<file path="config.mk">
export PLATFORM = sky130hd
export DESIGN_NAME = pwm_multi_channel_flat
export DESIGN_NICKNAME = d
export VERILOG_FILES = /design/src/rtl/pwm_pkg.sv /design/src/rtl/pwm_if.sv /design/src/rtl/pwm_timebase.sv /design/src/rtl/pwm_multi_channel.sv /design/src/flat_wrapper.sv
export SDC_FILE = /design/constraint.sdc
export NUM_CORES = 1
export LEC_CHECK = 0
export BUFFER_PORTS_ARGS = -buffer_cell sky130_fd_sc_hd__buf_2
export CORE_MARGIN = 4
export CORE_UTILIZATION = 62
export DETAILED_ROUTE_END_ITERATION = 10
export PLACE_DENSITY = 0.76
export SLEW_MARGIN = 25
export SYNTH_ARGS = -nofsm -noshare
export SYNTH_HDL_FRONTEND = slang
export SYNTH_SLANG_ARGS = --single-unit
</file>
<file path="constraint.sdc">
create_clock -name clk -period 4.2 [get_ports clk]
set_input_delay 0 -clock clk [delete_from_list [all_inputs] [get_ports clk]]
set_output_delay 0 -clock clk [all_outputs]
set_load 0.02 [all_outputs]
</file>
<file path="src/rtl/pwm_pkg.sv">
// Shared constants for the multi-channel PWM: register word offsets, CTRL/STATUS bit
// positions, counting mode and direction encodings.
package pwm_pkg;

   localparam int REG_CTRL     = 0;
   localparam int REG_PERIOD   = 1;
   localparam int REG_PRESCALE = 2;
   localparam int REG_STATUS   = 3;
   localparam int REG_DUTY0    = 4;

   localparam int CTRL_EN    = 0;
   localparam int CTRL_MODE  = 1;
   localparam int CTRL_POL   = 2;
   localparam int CTRL_IRQEN = 3;
   localparam int CTRL_W     = 4;

   localparam int STAT_WRAP = 0;

   typedef enum logic {MODE_EDGE = 1'b0, MODE_CENTRE = 1'b1} pwm_mode_e;
   typedef enum logic {DIR_UP = 1'b0, DIR_DOWN = 1'b1} pwm_dir_e;

   function automatic int addr_width(input int num_ch);
      return $clog2(num_ch + 4);
   endfunction

endpackage

</file>
<file path="src/rtl/pwm_if.sv">
// Avalon-MM slave bus bundle for the PWM block; the CPU-side bridge owns the master modport.
interface pwm_avs_if #(
   parameter int NUM_CH = 8
) ();
   import pwm_pkg::*;

   localparam int ADDR_W = addr_width(NUM_CH);

   logic [ADDR_W-1:0] avs_address;
   logic              avs_write;
   logic [31:0]       avs_writedata;
   logic              avs_read;
   logic [31:0]       avs_readdata;

   modport master (
      output avs_address,
      output avs_write,
      output avs_writedata,
      output avs_read,
      input  avs_readdata
   );

   modport slave (
      input  avs_address,
      input  avs_write,
      input  avs_writedata,
      input  avs_read,
      output avs_readdata
   );

endinterface

</file>
<file path="src/rtl/pwm_timebase.sv">
// Shared PWM timebase: prescaler, edge/centre counter with direction, active PERIOD/mode
// copies and the period-boundary pulse that also drives the shadow commit.
module pwm_timebase
   import pwm_pkg::*;
#(
   parameter int CNT_W      = 16,
   parameter int PRESCALE_W = 8
) (
   input  logic                  clk,
   input  logic                  reset_n,
   input  logic                  i_enable,
   input  pwm_mode_e             i_mode_sh,
   input  logic [CNT_W-1:0]      i_period_sh,
   input  logic [PRESCALE_W-1:0] i_prescale,
   output logic [CNT_W-1:0]      o_cnt,
   output logic                  o_boundary,
   output logic                  o_commit
);

   logic [PRESCALE_W-1:0] r_presc;
   logic [CNT_W-1:0]      r_cnt;
   logic [CNT_W-1:0]      r_period;
   logic [CNT_W-1:0]      w_cnt_nxt;
   pwm_dir_e              r_dir;
   pwm_dir_e              w_dir_nxt;
   pwm_mode_e             r_mode;
   logic                  w_tick;
   logic                  w_bnd;

   // Counter step for one tick; a down-count from 1 to 0 closes a centre-aligned period.
   always_comb begin
      w_tick    = i_enable && (r_presc >= i_prescale);
      w_cnt_nxt = r_cnt;
      w_dir_nxt = r_dir;
      w_bnd     = 1'b0;
      if (r_period == {CNT_W{1'b0}}) begin
         w_cnt_nxt = {CNT_W{1'b0}};
         w_dir_nxt = DIR_UP;
         w_bnd     = 1'b1;
      end else if (r_mode == MODE_EDGE) begin
         w_dir_nxt = DIR_UP;
         if (r_cnt >= r_period) begin
            w_cnt_nxt = {CNT_W{1'b0}};
            w_bnd     = 1'b1;
         end else begin
            w_cnt_nxt = r_cnt + CNT_W'(1);
         end
      end else if ((r_dir == DIR_UP) && (r_cnt < r_period)) begin
         w_cnt_nxt = r_cnt + CNT_W'(1);
      end else begin
         w_cnt_nxt = r_cnt - CNT_W'(1);
         if (r_cnt == CNT_W'(1)) begin
            w_dir_nxt = DIR_UP;
            w_bnd     = 1'b1;
         end else begin
            w_dir_nxt = DIR_DOWN;
         end
      end
   end

   assign o_boundary = w_tick && w_bnd;
   assign o_commit   = !i_enable || o_boundary;
   assign o_cnt      = r_cnt;

   // Prescaler/counter state; the commit uses the shadow as it stood before this edge.
   always_ff @(posedge clk or negedge reset_n) begin
      if (!reset_n) begin
         r_presc  <= {PRESCALE_W{1'b0}};
         r_cnt    <= {CNT_W{1'b0}};
         r_dir    <= DIR_UP;
         r_period <= {CNT_W{1'b0}};
         r_mode   <= MODE_EDGE;
      end else begin
         if (!i_enable) begin
            r_presc <= {PRESCALE_W{1'b0}};
            r_cnt   <= {CNT_W{1'b0}};
            r_dir   <= DIR_UP;
         end else if (w_tick) begin
            r_presc <= {PRESCALE_W{1'b0}};
            r_cnt   <= w_cnt_nxt;
            r_dir   <= w_dir_nxt;
         end else begin
            r_presc <= r_presc + PRESCALE_W'(1);
         end
         if (o_commit) begin
            r_period <= i_period_sh;
            r_mode   <= i_mode_sh;
         end
      end
   end

endmodule

</file>
<file path="src/rtl/pwm_multi_channel.sv">
// N-channel PWM with Avalon-MM register file, double-buffered PERIOD/mode/DUTY,
// sticky wrap status with level interrupt, and registered polarity-adjusted outputs.
module pwm_multi_channel
   import pwm_pkg::*;
#(
   parameter int NUM_CH     = 8,
   parameter int CNT_W      = 16,
   parameter int PRESCALE_W = 8
) (
   input  logic              clk,
   input  logic              reset_n,
   pwm_avs_if.slave          avs,
   output logic              irq,
   output logic [NUM_CH-1:0] pwm_out
);

   localparam int ADDR_W = addr_width(NUM_CH);

   logic [ADDR_W-1:0]     w_addr;
   logic [31:0]           w_wdata;
   logic                  w_unused_wdata;
   logic [CTRL_W-1:0]     r_ctrl;
   logic [CTRL_W-1:0]     w_ctrl_nxt;
   logic [CNT_W-1:0]      r_period_sh;
   logic [PRESCALE_W-1:0] r_prescale;
   logic                  r_wrap;
   logic                  w_wrap_nxt;
   logic [CNT_W-1:0]      r_duty_sh  [NUM_CH];
   logic [CNT_W-1:0]      r_duty_act [NUM_CH];
   logic [31:0]           r_readdata;
   logic [31:0]           w_rdata;
   logic [31:0]           w_rd_duty;
   logic                  r_irq;
   logic [NUM_CH-1:0]     r_pwm_out;
   logic [NUM_CH-1:0]     w_raw;
   logic [NUM_CH-1:0]     w_pol_vec;
   logic                  w_wr_ctrl;
   logic                  w_wr_period;
   logic                  w_wr_prescale;
   logic                  w_wr_status;
   logic                  w_commit;
   logic                  w_boundary;
   logic [CNT_W-1:0]      w_cnt;
   pwm_mode_e             w_mode_sh;

   assign w_addr         = avs.avs_address;
   assign w_wdata        = avs.avs_writedata;
   assign w_unused_wdata = ^avs.avs_writedata;
   assign w_mode_sh      = pwm_mode_e'(r_ctrl[CTRL_MODE]);
   assign w_pol_vec      = {NUM_CH{r_ctrl[CTRL_POL]}};

   pwm_timebase #(
      .CNT_W      (CNT_W),
      .PRESCALE_W (PRESCALE_W)
   ) u_timebase (
      .clk         (clk),
      .reset_n     (reset_n),
      .i_enable    (r_ctrl[CTRL_EN]),
      .i_mode_sh   (w_mode_sh),
      .i_period_sh (r_period_sh),
      .i_prescale  (r_prescale),
      .o_cnt       (w_cnt),
      .o_boundary  (w_boundary),
      .o_commit    (w_commit)
   );

   for (genvar g = 0; g < NUM_CH; g++) begin : g_cmp
      assign w_raw[g] = (w_cnt < r_duty_act[g]);
   end

   // Write decode, wrap set/clear priority and readback mux (shadow copies are read back).
   always_comb begin
      w_wr_ctrl     = avs.avs_write && (w_addr == ADDR_W'(REG_CTRL));
      w_wr_period   = avs.avs_write && (w_addr == ADDR_W'(REG_PERIOD));
      w_wr_prescale = avs.avs_write && (w_addr == ADDR_W'(REG_PRESCALE));
      w_wr_status   = avs.avs_write && (w_addr == ADDR_W'(REG_STATUS));
      w_wrap_nxt    = (r_wrap && !(w_wr_status && w_wdata[STAT_WRAP])) || w_boundary;
      if (w_wr_ctrl) begin
         w_ctrl_nxt = w_wdata[CTRL_W-1:0];
      end else begin
         w_ctrl_nxt = r_ctrl;
      end
      w_rd_duty = 32'd0;
      for (int i = 0; i < NUM_CH; i++) begin
         w_rd_duty = w_rd_duty |
                     ((w_addr == ADDR_W'(REG_DUTY0 + i)) ? 32'(r_duty_sh[i]) : 32'd0);
      end
      case (w_addr)
         ADDR_W'(REG_CTRL):     w_rdata = 32'(r_ctrl);
         ADDR_W'(REG_PERIOD):   w_rdata = 32'(r_period_sh);
         ADDR_W'(REG_PRESCALE): w_rdata = 32'(r_prescale);
         ADDR_W'(REG_STATUS):   w_rdata = {31'd0, r_wrap};
         default:               w_rdata = w_rd_duty;
      endcase
   end

   // Register file, active duty copies, read data, irq and channel outputs.
   always_ff @(posedge clk or negedge reset_n) begin
      if (!reset_n) begin
         r_ctrl      <= {CTRL_W{1'b0}};
         r_period_sh <= {CNT_W{1'b0}};
         r_prescale  <= {PRESCALE_W{1'b0}};
         r_wrap      <= 1'b0;
         r_readdata  <= 32'd0;
         r_irq       <= 1'b0;
         r_pwm_out   <= {NUM_CH{1'b0}};
         for (int i = 0; i < NUM_CH; i++) begin
            r_duty_sh[i]  <= {CNT_W{1'b0}};
            r_duty_act[i] <= {CNT_W{1'b0}};
         end
      end else begin
         r_ctrl <= w_ctrl_nxt;
         if (w_wr_period) begin
            r_period_sh <= w_wdata[CNT_W-1:0];
         end
         if (w_wr_prescale) begin
            r_prescale <= w_wdata[PRESCALE_W-1:0];
         end
         r_wrap <= w_wrap_nxt;
         // irq tracks wrap & irq_en with no extra cycle of lag.
         r_irq  <= w_wrap_nxt && w_ctrl_nxt[CTRL_IRQEN];
         for (int i = 0; i < NUM_CH; i++) begin
            if (avs.avs_write && (w_addr == ADDR_W'(REG_DUTY0 + i))) begin
               r_duty_sh[i] <= w_wdata[CNT_W-1:0];
            end
            if (w_commit) begin
               r_duty_act[i] <= r_duty_sh[i];
            end
         end
         r_readdata <= avs.avs_read ? w_rdata : 32'd0;
         r_pwm_out  <= r_ctrl[CTRL_EN] ? (w_raw ^ w_pol_vec) : w_pol_vec;
      end
   end

   assign avs.avs_readdata = r_readdata;
   assign irq              = r_irq;
   assign pwm_out          = r_pwm_out;

endmodule

</file>
<file path="src/flat_wrapper.sv">
// flat-port wrapper written by rule: the top's interface ports become plain ports
module pwm_multi_channel_flat import pwm_pkg::*;
#(
   parameter int NUM_CH     = 8,
   parameter int CNT_W      = 16,
   parameter int PRESCALE_W = 8
)
  (clk, reset_n, irq, pwm_out, avs_avs_address, avs_avs_write, avs_avs_writedata, avs_avs_read, avs_avs_readdata);
  pwm_avs_if #(.NUM_CH(NUM_CH)) avs_i ();
  input  logic clk;
  input  logic reset_n;
  output logic irq;
  output logic [NUM_CH-1:0] pwm_out;
  input wire logic [$bits(avs_i.avs_address)-1:0] avs_avs_address;
  input wire logic [$bits(avs_i.avs_write)-1:0] avs_avs_write;
  input wire logic [$bits(avs_i.avs_writedata)-1:0] avs_avs_writedata;
  input wire logic [$bits(avs_i.avs_read)-1:0] avs_avs_read;
  output wire logic [$bits(avs_i.avs_readdata)-1:0] avs_avs_readdata;
  assign avs_i.avs_address = avs_avs_address;
  assign avs_i.avs_write = avs_avs_write;
  assign avs_i.avs_writedata = avs_avs_writedata;
  assign avs_i.avs_read = avs_avs_read;
  assign avs_avs_readdata = avs_i.avs_readdata;
  pwm_multi_channel #(.NUM_CH(NUM_CH), .CNT_W(CNT_W), .PRESCALE_W(PRESCALE_W)) u_core (.clk(clk), .reset_n(reset_n), .avs(avs_i), .irq(irq), .pwm_out(pwm_out));
endmodule
</file>
==> summary.txt <==
status = completed
Clock transition at path regs = 60 ps
initial antenna violation count = 0
synthesized netlist cell count = 1542
Yosys Warn Count = 0
Vias/cell = 6.30
Max-Cap Viols = 0
CTS tree = yes
Synth area leader = dfrtp_1
Starting Density = 0.629
Core Rows = 63
LEAKAGE = 0.0102 uW
Crit. End Element = register
CTS resizes = 0
Final Hold Vio Count = 0
vias = 12802
crit path time final = 3650 ps
largest cells by area after synthesis = dfrtp_1, mux2_2, ha_1, mux2_4, inv_1
DRC Markers = 0
setup violators final = 0
Synth Area per Inst = 12.1 um^2
H-tree levels = 2
chip width = 181 um
Final Max Slew Viols = 0
FILL cells = 2138
Net Sw Power = 3740 uW
share of cells above drive strength 1 = 0.275
first-pass GRT wire length = 75.2 mm
worst-margin pin slew = 1110 ps
1st-pass router iterations = 5
crit path launch type = register
Worst Path Required = 4590 ps
Hold Worst Slack = 16.2 ps
register area share after synthesis = 0.472
DRT Wirelength = 48.1 mm
largest net degree at the start of global routing = 137
Reg2Reg Setup Slack = 550 ps
Setup Skew = 19.5 ps
I/O pins = 81
area growth from synthesis to layout = 10.7%
WL per Instance = 23.7 um
total negative slack = 0 ps
CTS Buf Count = 38
root buf cell = clkbuf_16
latest clock arrival within the worst-skew pair = 530 ps
register bit count reported by yosys = 352
clock share of power = 0.278
critical path type = register to register
Synth async-reset ratio = 1.00
min-delay worst type = input pin to async pin
PwrDens = 571 mW/mm^2
Crit Path Max Fanout = 49
diode count = 0
area occupied by multi-input gates = 0.00884 mm^2
vias in the first global route = 13151
hpwl dp = 32.8 mm
RSZ-0062 raised after global routing = no
Max Clock Freq = 0.274 GHz
Final ANT Viol Nets = 0
Net count, final = 1806
Sink Count = 352
PortBufs = 48
Total Routing Usage GR = 0.291
post-synth cell types = 66
synthesized cell area = 0.0186 mm^2
slew margin rel. = 0.260
EDFF count, synth = 0
Max VDD drop = 0.000372 V
share of the synthesized area in the top cell type = 0.472
Seq. cell area = 0.00881 mm^2
sequential share of power = 0.438
Gate power share = 0.284
routability cong. = 0.899
DRT iter0 DRCs = 1050
Sw Ratio = 0.317
total die area = 0.0329 mm^2
Internal = 8050 uW
Crit path arrival time = 4050 ps
Final period util = 0.869
clock buffer depth = 3
ys flop type = dfrtp_1
die height = 181 um
Remaining Overflow, GRT = 0
core area = 0.0296 mm^2
-- repair_timing --
action / CTS / global route
hold endpoints to repair: 306 / 0
setup buffers: 0 / 0
hold buffers: 18 / 0
-- cells in the final DEF, fill, tap and decap left out, drive strengths merged, types with 5 or more instances in the layout --
master	instances
a211oi	13
a21boi	7
a21o	23
a21oi	49
a221oi	23
a222oi	8
a22o	22
a22oi	12
a31oi	18
and3	10
and4	14
buf	77
clkbuf	58
conb	16
dfrtp	352
dlygate4sd3	18
ha	148
inv	157
mux2	302
mux2i	15
nand2	43
nand2b	19
nand3	29
nand4	7
nor2	41
nor2b	7
nor3	12
nor4	6
o2111ai	5
o211ai	7
o21a	11
o21ai	35
o22ai	5
o31ai	6
or2	8
or3	6
xor2	10
-- state kept, by name, summed over array words and instances (netlist names) --
register	cells
u_core.r_duty_act	128
u_core.r_duty_sh	128
u_core.avs.avs_readdata	16
u_core.r_period_sh	16
u_core.u_timebase.o_cnt	16
u_core.u_timebase.r_period	16
u_core.pwm_out	8
u_core.r_prescale	8
u_core.u_timebase.r_presc	8
u_core.r_ctrl	4
u_core.irq	1
u_core.r_wrap	1
u_core.u_timebase.r_dir	1
u_core.u_timebase.r_mode	1
-- cell usage after synthesis (8+ instances only) --
master and count:
a211oi_1 13, mux2_2 252, mux2_4 50, o21ai_0 34, a221oi_1 23, nand3_1 29, a22oi_1 12, nand2_1 43
buf_4 25, inv_1 156, a21o_1 23, a222oi_1 8, and4_1 14, nor3_1 12, nand2b_1 19, mux2i_1 15
xor2_1 10, and3_1 10, a21oi_1 49, o21a_1 11, a31oi_1 18, nor2_1 41, a22o_1 22, ha_1 148
dfrtp_1 352, clkbuf_1 35
-- cell families (layout without fill, tap and decap cells) --
group           after synthesis  count (layout)  synth area share
flops                       352             352             0.472
xor+xnor                     12              12           0.00564
compound gates              267             267             0.102
mux                         318             318             0.202
fa+ha+maj                   148             148            0.0993
simple gates                213             213            0.0611
buf+inv                     231             316            0.0576
other cells                   1              16          0.000201
-- per-layer routing --
layer | part of all wire | track usage | vias up
li1 | - | - | 5687
met1 | 0.43 | 0.407 | 6562
met2 | 0.47 | 0.469 | 442
met3 | 0.067 | 0.0491 | 111
met4 | 0.035 | 0.0976 | 0
met5 | 0 | 0 | -
-- power by group through the flow --
stage / sequential (uW) / combinational (uW) / clock (uW)
after global placement: 5130 / 3170 / 0
after floorplan: 4970 / 2510 / 0
final: 5160 / 3350 / 3280
after CTS: 5130 / 3360 / 3320
after global routing: 5270 / 3720 / 3460
after detailed placement: 5180 / 3310 / 0
-- critical path, cell delays in order, from the launching register on --
cell,delay [ps]
dfrtp_1,670
ha_1,450
nand4_1,210
a2111oi_2,660
o31a_1,270
a211o_1,210
a21bo_4,270
buf_12,330
mux2_2,390
-- stage by stage --
| stage | total power [uW] | instance area (um^2) | utilization | std cells | setup slack, ps |
|---|---|---|---|---|---|
| global route | 12400 | 20600 | 0.697 | 2032 | 439 |
| global placement | 8300 | 19300 | 0.650 | 1950 | 780 |
| floorplan | 7480 | 18700 | - | 1557 | 1130 |
| detailed placement | 8480 | 19300 | 0.650 | 1950 | 661 |
| finish | 11800 | 20600 | 0.697 | 2032 | 548 |
| CTS | 11800 | 20600 | 0.697 | 2032 | 651 |
-- layout make-up --
| cell class | instances | share of cell area |
|---|---|---|
| Clock buffer | 58 | 0.0541 |
| Clock inverter | 6 | 0.00418 |
| Inverter | 157 | 0.0285 |
| Multi-Input combinational cell | 974 | 0.428 |
| Sequential cell | 352 | 0.427 |
| Tap cell | 390 | 0.0236 |
| Timing Repair Buffer | 95 | 0.0344 |
-- worst paths after layout --
path	start	cells past startpoint	to
max	u_core.u_timebase.o_cnt[8]$_DFFE_PN0P_	8	u_core.r_duty_act[126]$_DFFE_PN0P_
min	reset_n	2	u_core.u_timebase.r_presc[2]$_DFF_PN0_
max reg2reg	u_core.u_timebase.o_cnt[8]$_DFFE_PN0P_	8	u_core.r_duty_act[126]$_DFFE_PN0P_
min reg2reg	u_core.r_duty_act[48]$_DFFE_PN0P_	1	u_core.r_duty_act[48]$_DFFE_PN0P_
max in group asynchronous	reset_n	3	u_core.pwm_out[4]$_DFF_PN0_
min in group clk	avs_avs_address[3]	4	u_core.avs.avs_readdata[1]$_DFF_PN0_
Power figures use the tool's default switching activity.
